`config.mk`:
```
export PLATFORM = sky130hd
export DESIGN_NAME = canvas_streamer
export DESIGN_NICKNAME = d
export VERILOG_FILES = /design/src/rtl/mnist_pkg.sv /design/src/rtl/pix_convert.sv /design/src/rtl/canvas_streamer.sv
export SDC_FILE = /design/constraint.sdc
export NUM_CORES = 1
export LEC_CHECK = 0
export ABC_CLOCK_PERIOD_IN_PS = 1800
export CORE_ASPECT_RATIO = 0.75
export CORE_MARGIN = 3
export CORE_UTILIZATION = 37
export DETAILED_ROUTE_END_ITERATION = 7
export PLACE_DENSITY = 0.74
export SLEW_MARGIN = 40
export SYNTH_ARGS = -nofsm -noshare
export SYNTH_HDL_FRONTEND = slang
export SYNTH_SLANG_ARGS = --single-unit
```
`constraint.sdc`:
```
create_clock -name frame_clk -period 1.8 [get_ports frame_clk]
set_input_delay 0.36 -clock frame_clk [delete_from_list [all_inputs] [get_ports frame_clk]]
set_output_delay 0.36 -clock frame_clk [all_outputs]
set_load 0.02 [all_outputs]
```
`src/rtl/mnist_pkg.sv`:
```
// mnist_pkg: shared canvas geometry, pixel types and streamer FSM states
package mnist_pkg;
  localparam int IMG_DIM = 28;
  localparam int NUM_PIX = IMG_DIM * IMG_DIM;
  localparam int PIX_W = 16;
  localparam int OUT_W = 8;
  typedef logic [PIX_W-1:0] cell_t;
  typedef logic [OUT_W-1:0] pix_t;
  typedef enum logic [2:0] {IDLE, READ, LATCH, SEND, DONE} state_t;
endpackage

```
`src/rtl/pix_convert.sv`:
```
// pix_convert: combinational canvas cell to NN pixel conversion (saturate, optional binarize via CANVAS_STREAM_BINARIZE_EN); cell_i in, pix_o out
module pix_convert #(
  parameter int PIX_W = 16,
  parameter int OUT_W = 8
) (
  input  logic [PIX_W-1:0] cell_i,
  output logic [OUT_W-1:0] pix_o
);
  logic [OUT_W-1:0] conv;
  assign conv = |cell_i[PIX_W-1 -: 4] ? '1 : cell_i[PIX_W-5 -: OUT_W];
`ifdef CANVAS_STREAM_BINARIZE_EN
  assign pix_o = conv[OUT_W-1] ? '1 : '0;
`else
  assign pix_o = conv;
`endif
endmodule

```
`src/rtl/canvas_streamer.sv`:
```
// canvas_streamer: streams one IMG_DIM x IMG_DIM canvas row-major to the NN input; frame_clk/Reset (sync, active-high), start -> busy/done, rd_addr/rd_data canvas read, pix_data/pix_valid/pix_ready/pix_last stream; CANVAS_STREAM_BINARIZE_EN selects binarized pixels
module canvas_streamer #(
  parameter int IMG_DIM = 28,
  parameter int PIX_W = 16,
  parameter int OUT_W = 8
) (
  input  logic             frame_clk,
  input  logic             Reset,
  input  logic             start,
  output logic             busy,
  output logic [9:0]       rd_addr,
  input  logic [PIX_W-1:0] rd_data,
  output logic [OUT_W-1:0] pix_data,
  output logic             pix_valid,
  input  logic             pix_ready,
  output logic             pix_last,
  output logic             done
);
  import mnist_pkg::*;
  localparam logic [9:0] LAST = 10'(IMG_DIM * IMG_DIM - 1);
  state_t state_q, state_d;
  logic [9:0] idx_q, idx_d;
  logic [OUT_W-1:0] pix_q, pix_d, conv;
  pix_convert #(.PIX_W(PIX_W), .OUT_W(OUT_W)) u_conv (.cell_i(rd_data), .pix_o(conv));
  always_ff @(posedge frame_clk) begin
    if (Reset) begin
      state_q <= IDLE;
      idx_q <= '0;
      pix_q <= '0;
    end else begin
      state_q <= state_d;
      idx_q <= idx_d;
      pix_q <= pix_d;
    end
  end
  always_comb begin
    state_d = state_q;
    idx_d = idx_q;
    pix_d = pix_q;
    case (state_q)
      IDLE: begin
        state_d = start ? READ : IDLE;
        idx_d = '0;
      end
      READ: state_d = LATCH;
      LATCH: begin
        pix_d = conv;
        state_d = SEND;
      end
      SEND: if (pix_ready) begin
        state_d = idx_q == LAST ? DONE : READ;
        idx_d = idx_q == LAST ? idx_q : idx_q + 10'd1;
      end
      DONE: begin
        state_d = IDLE;
        idx_d = '0;
      end
      default: state_d = IDLE;
    endcase
  end
  assign busy = state_q != IDLE;
  assign rd_addr = idx_q;
  assign pix_data = pix_q;
  assign pix_valid = state_q == SEND;
  assign pix_last = pix_valid && idx_q == LAST;
  assign done = state_q == DONE;
endmodule

```
==> impl_metrics.env <==
export IMPL_rsz0062_at_grt="yes"
export IMPL_p_sw_share_pct=29.1
export IMPL_endpoint_kind="flop"
export IMPL_yosysUniqueCellTypes=31
export IMPL_relSlewSlack_pct=79.7
export IMPL_min_path_type="reg -> reg"
export IMPL_seqPwrFrac_pct=51.6
export IMPL_fin_tns_setup_ps=0
export IMPL_tightestPinTransition_ps=304
export IMPL_syn_nets=141
export IMPL_cts_htree_levels=1
export IMPL_intPower_uw=684
export IMPL_r2r_start="rd_addr[1]"
export IMPL_die_area_um2=3340
export IMPL_grtUsageTotal_pct=19.5
export IMPL_grt_pass1_wl_um=5040
export IMPL_power_density_nw_per_um2=602
export IMPL_status="complete, no violations"
export IMPL_final_cell_mix="clkdlybuf4s50_1, buf_4, nor2_1, dfxtp_1, nor3_1"
export IMPL_yosysSeqAreaShare_pct=42.5
export IMPL_syn_avg_cell_area_um2=8.25
export IMPL_postLayoutCellArea_um2=1600
export IMPL_drtAntennaViolNets=0
export IMPL_cp_max_fo=8
export IMPL_overflow=0
export IMPL_drtIter0Drc=85
export IMPL_grt_pass1_vias=1082
export IMPL_async_reset_ff_share_pct=0
export IMPL_path_buf_inv=1
export IMPL_io_pins=42
export IMPL_detail_route_first_pass_iterations=5
export IMPL_layout_nets=201
export IMPL_dp_slack_ps=-71.9
export IMPL_max_freq_ghz=0.568
export IMPL_start_kind="flop"
export IMPL_numCtsBuffers=3
export IMPL_grt_max_degree=22
export IMPL_clkLatencyLatePin_ps=310
export IMPL_maxSlewViolCount=0
export IMPL_core_area_um2=2420
export IMPL_startpoint="rd_addr[1]"
export IMPL_drc=0
export IMPL_start_util_pct=40.9
export IMPL_yosysWarnings=0
export IMPL_path_clk_slew_ps=120
export IMPL_wire_per_inst_um=14.2
export IMPL_p_leak_nw=0.748
export IMPL_cp_required_ps=2040
export IMPL_cts_path_max_buffers=2
export IMPL_vias_per_cell=5.38
export IMPL_syn_inst=120
export IMPL_cp_top_family="simple AND/OR/NAND/NOR gates"
export IMPL_hp_start="pix_data[5]"
export IMPL_portBuffers=37
export IMPL_clock_sinks=21
export IMPL_crit_path_max_incr_delay_ps=500
export IMPL_layout_commonest_cell="clkdlybuf4s50_1"
export IMPL_drt_wl_total_um=3020
export IMPL_drive_above_1_share_pct=20.7
export IMPL_synth_edff_count=0
export IMPL_die_height_um=50.8
export IMPL_final_util_pct=66.2
export IMPL_synth_ff_type="dfxtp_1"
export IMPL_n_antenna_cell=0
export IMPL_hold_violations=0
export IMPL_setup_viol=0
export IMPL_worstPathCellList="ha_4 > and3_4 > and4_1 > buf_4 > or4b_1 > a21oi_1"
export IMPL_die_width_um=65.7
export IMPL_synth_cell_area_um2=990
export IMPL_min_period_ps=1760
export IMPL_switching_power_uw=281
export IMPL_worst_slack_ps=38.9
export IMPL_via_count=1147
export IMPL_finalCritPeriodShare_pct=97.8
export IMPL_cp_slowest_cell="or4b_1"
export IMPL_arrival_ps=2000
export IMPL_vdd_ir_drop_max_mv=0.526
export IMPL_power_frac_clock_pct=23.7
export IMPL_antenna_found_initial=0
export IMPL_skew_ps=7.36
export IMPL_pwr_share_comb_pct=24.6
export IMPL_placed_area_um2=1560
export IMPL_dp_hpwl_um=2330
export IMPL_syn2layout_area_growth_pct=61.9
export IMPL_path_class="reg -> reg"
export IMPL_maxCapViolCount=0
export IMPL_routabilityCongestion=0.913
export IMPL_rows=15
export IMPL_tritoncts="yes"
export IMPL_root_buffer="clkbuf_4"
export IMPL_ys_seq_elements=21
[what timing repair did]
item	CTS	global route
setup buffers	0	1
gates resized for setup	11	8
setup endpoints to repair	4	9
hold buffers	0	0
pin swaps	0	2
[through the flow]
step                      cells  hold slack [ps]  power [mW]
after floorplan             120              437       0.618
after global placement      208              478       0.742
after detailed placement    208              490       0.750
after CTS                   212              510       0.980
after global routing        213              539        1.01
final                       213              501       0.965
[Yosys cell counts, drive strengths merged (2+ instances only)]
| cell type | count | share of area [%] |
|---|---|---|
| nor2 | 20 | 7.6 |
| buf | 3 | 2.8 |
| dfxtp | 21 | 42 |
| clkbuf | 3 | 1.1 |
| o21ai | 8 | 4.0 |
| a21oi | 7 | 3.5 |
| a311oi | 4 | 3.5 |
| inv | 2 | 0.76 |
| nand2 | 3 | 1.1 |
| nor4 | 3 | 1.9 |
| a41oi | 4 | 3.5 |
| and3 | 4 | 2.5 |
| nand3 | 4 | 2.0 |
| nor3 | 15 | 7.6 |
| nand4b | 2 | 1.8 |
| and2 | 3 | 1.9 |
[path summary, 6_finish.rpt]
kind / endpoint / slack (ps) / depth (start not counted)
hold / removal: pix_data[5] / 500 / 2
setup / recovery: rd_addr[1] / 40 / 6
setup reg to reg: rd_addr[1] / 40 / 6
hold reg to reg: pix_data[5] / 500 / 2
[area by class of cell]
class,instances,area (um^2)
clock buffer,3,22.5
timing repair buffer,61,551
multi-input combinational,91,547
clock inverter,1,5.00
tap,34,42.5
inverter,2,7.51
fill,208,818
sequential,21,428
[flip-flops by register name, indices dropped and copies added (netlist names)]
signal    count
pix_data      8
rd_addr      10
state_q       3
[routing by layer]
metal	share of wire, %	vias to the layer above	track usage (%)
li1	-	567	-
met1	46	536	26.2
met2	46	44	31.1
met3	7.9	0	5.59
met4	0	0	3.45
met5	0	-	0
[power groups by stage]
stage	combinational, mW	clock (mW)	sequential (mW)
floorplan	0.0847	0	0.533
global placement	0.235	0	0.507
detailed placement	0.242	0	0.509
CTS	0.242	0.240	0.499
global route	0.257	0.254	0.502
finish	0.238	0.229	0.498
[logic make-up after synthesis]
| kind of cell | count (synthesis) | synth area share [%] |
|---|---|---|
| AOI/OAI and AO/OA | 27 | 17.6 |
| and+or+nand+nor | 63 | 34.0 |
| adders and majority gates | 1 | 1.26 |
| buffers and inverters | 8 | 4.68 |
| DFF | 21 | 42.5 |
[worst reg2reg max path: cells and delay by family, from the launching register on]
family          cells  cell delay, ps
simple gates        3             860
flops               1             380
fa+ha+maj           1             160
buf+inv             1             160
compound gates      1             130
Note: power is estimated with default switching activity, not from simulation.
